$ cat config.mk
export PLATFORM = sky130hd
export DESIGN_NAME = fetch_stage
export DESIGN_NICKNAME = d
export VERILOG_FILES = /design/src/rtl/mips_pkg.sv /design/src/rtl/fetch_addr_check.sv /design/src/rtl/fetch_stage.sv
export SDC_FILE = /design/constraint.sdc
export NUM_CORES = 1
export LEC_CHECK = 0
export CORE_UTILIZATION = 37
export DETAILED_ROUTE_END_ITERATION = 16
export PLACE_DENSITY = 0.93
export SLEW_MARGIN = 20
export SYNTH_ARGS = -nofsm -noshare
export SYNTH_HDL_FRONTEND = slang
export SYNTH_HIERARCHICAL = 1
export SYNTH_SLANG_ARGS = --single-unit
$ cat constraint.sdc
create_clock -name clk -period 2.66 [get_ports clk]
set_input_delay 0.532 -clock clk [delete_from_list [all_inputs] [get_ports clk]]
set_output_delay 0.532 -clock clk [all_outputs]
set_load 0.01 [all_outputs]
$ cat src/rtl/mips_pkg.sv
// Shared MIPS pipeline constants: address map defaults and ExcCode values.
// Used by the IF stage, the D/E/M stage registers and CP0.
package mips_pkg;

    localparam logic [31:0] PC_RESET_DEF   = 32'h0000_3000;
    localparam logic [31:0] EXC_VECTOR_DEF = 32'h0000_4180;
    localparam logic [31:0] IM_BASE_DEF    = 32'h0000_3000;
    localparam logic [31:0] IM_TOP_DEF     = 32'h0000_6FFC;

    localparam logic [4:0] EXC_NONE = 5'd0;
    localparam logic [4:0] EXC_ADEL = 5'd4;

    // Sequential fetch step; 32-bit modulo so it wraps silently.
    function automatic logic [31:0] pc_next_seq(input logic [31:0] pc);
        return pc + 32'd4;
    endfunction

endpackage

$ cat src/rtl/fetch_addr_check.sv
// Word-access address check: misaligned or outside [BASE, TOP] faults.
// Shared by the IF fetch path and the M-stage load check.
module fetch_addr_check
    import mips_pkg::*;
#(
    parameter logic [31:0] BASE = IM_BASE_DEF,
    parameter logic [31:0] TOP  = IM_TOP_DEF
) (
    input  logic [31:0] pc,
    output logic        adel
);

    // Fault on low-bit misalignment or an out-of-window address.
    always_comb begin
        adel = (pc[1:0] != 2'b00) || (pc < BASE) || (pc > TOP);
    end

endmodule

$ cat src/rtl/fetch_stage.sv
// IF stage: PC register, next-PC select, fetch with AdEL detection and BD flag.
// Optional FETCH_PERF_CNT_EN adds fetch/stall/redirect cycle counters.
module fetch_stage
    import mips_pkg::*;
#(
    parameter logic [31:0] PC_RESET   = PC_RESET_DEF,
    parameter logic [31:0] EXC_VECTOR = EXC_VECTOR_DEF,
    parameter logic [31:0] IM_BASE    = IM_BASE_DEF,
    parameter logic [31:0] IM_TOP     = IM_TOP_DEF
) (
    input  logic        clk,
    input  logic        reset,
    input  logic        stall,
    input  logic        redirect,
    input  logic [31:0] redirect_pc,
    input  logic        branch_d,
    input  logic        exc_req,
    input  logic        eret_req,
    input  logic [31:0] epc,
    input  logic [31:0] imem_rdata,
    output logic [31:0] imem_addr,
    output logic [31:0] pc_f,
    output logic [31:0] pc8_f,
    output logic [31:0] ir_f,
    output logic        bd_f,
    output logic [4:0]  exc_f
`ifdef FETCH_PERF_CNT_EN
    ,
    output logic [31:0] fetch_cnt,
    output logic [31:0] stall_cnt,
    output logic [31:0] redir_cnt
`endif
);

    logic [31:0] pc_q;
    logic [31:0] pc_d;
    logic        adel;
    logic        cp0_redir;

    assign cp0_redir = exc_req | eret_req;

    // Next-PC select; reset is synchronous so it simply wins the mux.
    always_comb begin
        pc_d = pc_next_seq(pc_q);
        if (reset) begin
            pc_d = PC_RESET;
        end else if (exc_req) begin
            pc_d = EXC_VECTOR;
        end else if (eret_req) begin
            pc_d = epc;
        end else if (stall) begin
            pc_d = pc_q;
        end else if (redirect) begin
            pc_d = redirect_pc;
        end
    end

    // PC register.
    always_ff @(posedge clk) begin
        pc_q <= pc_d;
    end

    fetch_addr_check #(
        .BASE (IM_BASE),
        .TOP  (IM_TOP)
    ) u_addr_check (
        .pc   (pc_q),
        .adel (adel)
    );

    // Fetch outputs; a faulting fetch is squashed to a nop.
    always_comb begin
        imem_addr = pc_q;
        pc_f      = pc_q;
        pc8_f     = pc_q + 32'd8;
        ir_f      = adel ? 32'd0 : imem_rdata;
        exc_f     = adel ? EXC_ADEL : EXC_NONE;
        bd_f      = branch_d & ~cp0_redir;
    end

`ifdef FETCH_PERF_CNT_EN
    logic [31:0] fetch_cnt_q, fetch_cnt_d;
    logic [31:0] stall_cnt_q, stall_cnt_d;
    logic [31:0] redir_cnt_q, redir_cnt_d;
    logic        advance;

    assign advance = ~stall & ~cp0_redir;

    // Counter next-state; CP0 redirects count as neither fetch nor stall.
    always_comb begin
        fetch_cnt_d = fetch_cnt_q;
        stall_cnt_d = stall_cnt_q;
        redir_cnt_d = redir_cnt_q;
        if (reset) begin
            fetch_cnt_d = 32'd0;
            stall_cnt_d = 32'd0;
            redir_cnt_d = 32'd0;
        end else begin
            if (advance) begin
                fetch_cnt_d = fetch_cnt_q + 32'd1;
            end
            if (stall && !cp0_redir) begin
                stall_cnt_d = stall_cnt_q + 32'd1;
            end
            if (advance && redirect) begin
                redir_cnt_d = redir_cnt_q + 32'd1;
            end
        end
    end

    // Counter registers.
    always_ff @(posedge clk) begin
        fetch_cnt_q <= fetch_cnt_d;
        stall_cnt_q <= stall_cnt_d;
        redir_cnt_q <= redir_cnt_d;
    end

    assign fetch_cnt = fetch_cnt_q;
    assign stall_cnt = stall_cnt_q;
    assign redir_cnt = redir_cnt_q;
`endif

endmodule
==> reports/qor.yml, run 1 <==
grt_start_max_net_pins: 39
grt_pass1_vias: 4665
vias: 5105
clock-sinks: 32
hold_path_depth: 2
drtPass1Iterations: 6
grt_antenna_before_repair: 0
ant_nets: 0
met2_usage: 0.561
die_y_um: 99.6
cts_buffers: 5
clock_path_buffers: 2
drive_gt1_frac: 0.176
place.gp.congestion: 0.966
drt_iter0_drc: 800
cp-endpoint: "pc8_f[25]"
cp-end-kind: "primary output"
port_buffers: 232
drc: 0
cts_tree: "built"
internal-power_uw: 1140
r2r-end: "imem_addr[18]"
synth_area_sq_um: 3520
tns_ns: -0.141
path_class: "reg -> out"
synth-edff-count: 0
whs_ns: 0.661
initial_utilization: 0.381
worstMarginPinSlew_ns: 0.806
cts-root-buf: "clkbuf_8"
final_nets: 851
yosysTopAreaCell: "dfxtp_1"
async_flop_share: 0
grt_use_total: 0.310
worstPathMaxFanout: 3
dieArea_sq_um: 9920
design.core.area_sq_um: 9240
cap_violations: 0
yosys.area_share.simple: 0.322
utilization: 0.671
layout_min_cycle_time_ns: 2.76
hp-class: "reg -> reg"
status: "finished, violations left"
fmax_mhz: 363
ys_types: 59
clk_latency_ns: 0.31
n_antenna_cell: 0
use_met3: 0.0661
grt_overflow: 0
timing.rr.start: "imem_addr[3]"
comb_power_share: 0.468
syn_inst: 518
yosys.area_share.adder: 0.0107
violations: "negative setup slack"
pwr-share-seq: 0.303
cp_data_arrival_time_ns: 2.22
seq_area_frac_synth: 0.182
synth_top_family_by_area: "simple AND/OR/NAND/NOR gates"
io_pins: 237
timing.final.crit_share: 1.04
swShare: 0.354
synth_compound_gate_area_share: 0.241
ys_ff_latch: 32
worst_r2r_path_depth: 7
ctsHoldBuffers: 0
synth_mux_area_frac: 0.0170
hpwl_um: 12200
rsz0062_at_grt: "true"
clkTransAtPathRegs_ns: 0.08
grt_pass1_wl_um: 24000
synth_xor_area_frac: 0.0721
htree_num_levels: 2
ys_warn_count: 6
syn_area_per_cell_sq_um: 6.80
setup_viol: 2
fin_skew_ns: 0.00898
max_slew_margin: 0.458
path_cells: "ha_2 > nand3_2 > nor4_4 > buf_4 > nand4_1 > nor2_2 > xnor2_1 > buf_2"
reg2reg_slack_ns: 0.17
wl_um: 16400
p_sw_uw: 622
worstPathRequired_ns: 2.13
start_kind: "flop"
dp_slack_ns: -0.0652
area_delta_synth_final_pct: 75.9
grtUsageMet1: 0.349
cp-startpoint: "imem_addr[3]"
cp_slowest_cell: "nor4_4"
synthFlopType: "dfxtp_1"
finalHoldViolations: 0
timing.final.ws_setup_ns: -0.0969
ir_drop_mv: 0.200
p_leak_uw: 0.00254
synth_top_area_frac: 0.182
largest_reg_flops: 30
critical_path.max_stage_delay_ns: 0.40
maxSlewViolCount: 0
cellPowerDensity_nw_per_um2: 284
clkPwrFrac: 0.229
die_w_um: 99.6
wl_per_cell_um: 18.7
vias_per_cell: 5.83
busiest_layer: "met2"
rows: 35
synth.area.top_cells: "dfxtp_1, buf_4, a21oi_1"
-- cell families after synthesis --
logic type,after synthesis
compound gates,141
simple gates,207
other cells,1
mux,6
buf+inv,99
flops,32
xor+xnor,29
fa+ha+maj,3
-- metrics by stage --
| stage | std cells | total power (uW) | cell area [sq um] |
|---|---|---|---|
| CTS | 869 | 1720 | 6120 |
| global route | 875 | 1830 | 6200 |
| detailed placement | 858 | 1360 | 6010 |
| floorplan | 521 | 905 | 3530 |
| global placement | 858 | 1340 | 6010 |
| finish | 875 | 1760 | 6200 |
-- layout by cell type, fill, tap and decap left out, drive strengths merged, types with 4 or more instances in the layout --
cell and n:
a21o 7, conb 4, nor3 25, dlygate4sd2 40, a211o 4, nor2 38
nand3 17, xnor2 22, clkbuf 12, a21oi 54, o21ai 39, nand4 12
xor2 7, a211oi 5, nand2 39, inv 11, nor2b 37, dfxtp 32
buf 78, a22oi 4, nor4 15, clkdlybuf4s50 178, a221oi 4, and3 9
mux2i 6
-- worst max-delay path, delay by kind of cell (launching register included) --
kind	cells	cell delay (ns)
xor gates and xnor gates	1	0.12
adders and majority gates	1	0.19
DFF	1	0.34
and+or+nand+nor	4	0.94
buffers and inverters	2	0.33
-- cell type report --
class,count,area [sq um]
clock buffers,5,68.8
clock inverters,3,23.8
fillers,723,3040
inverters,11,41.3
multi-input cells,390,2440
flip-flops and latches,32,647
well taps,129,161
repair buffers,305,2820
-- how the worst min path moves through the flow --
stage,slack [ns],startpoint,to
after CTS,0.70,imem_addr[12],imem_addr[12]
after global routing,0.67,imem_addr[25],imem_addr[25]
after global placement,0.65,imem_addr[26],imem_addr[26]
after floorplan,0.59,imem_addr[18],imem_addr[18]
after detailed placement,0.68,imem_addr[12],imem_addr[12]
final,0.66,imem_addr[25],imem_addr[25]
-- per-layer routing --
layer  vias up  wire length, um  part of all wire
li1       2230                -                 -
met4         0              787             0.048
met2       451             8040              0.49
met5         -                0                 0
met3       102             1920              0.12
met1      2322             5630              0.34
-- synthesized netlist by cell type (3+ instances only) --
library cell / number
nor2b_1: 37
clkbuf_1: 28
o21ai_1: 3
a211o_1: 4
xnor2_1: 22
buf_1: 5
a211oi_1: 5
xor2_1: 7
nand2b_1: 3
nor2_1: 37
buf_2: 13
and3_1: 9
buf_4: 40
a22oi_1: 4
or2_2: 3
nor4_2: 3
a221oi_1: 4
nor4_1: 11
o21ai_0: 36
mux2i_1: 6
o21a_1: 3
inv_1: 11
a21oi_1: 54
nand4_1: 11
nor3_1: 24
dfxtp_1: 32
ha_1: 3
a31oi_1: 3
nand2_1: 39
a21o_1: 7
nand3_1: 16
-- power by group through the flow --
stage	Clock, uW	Combinational, uW	Sequential [uW]
floorplan	0	353	552
global placement	0	801	536
detailed placement	0	819	539
CTS	399	790	529
global route	424	875	535
finish	403	824	533
-- repair_timing --
item / CTS / global route
gates cloned: 0 / 2
pin swaps: 4 / 10
gates resized for setup: 76 / 32
endpoints found under the setup margin: 53 / 16
setup buffers: 3 / 4
No activity file was read; power rests on OpenSTA's default activity.
==> inputs of run 2 (changes only) <==
--- a/config.mk
+++ b/config.mk
@@ -5,6 +5,7 @@
 export SDC_FILE = /design/constraint.sdc
 export NUM_CORES = 1
 export LEC_CHECK = 0
+export CAP_MARGIN = 30
 export CORE_UTILIZATION = 37
 export DETAILED_ROUTE_END_ITERATION = 16
 export PLACE_DENSITY = 0.93
==> results of run 2 <==
Same layout as run 1: the final DEF is identical, and so are final timing and power.
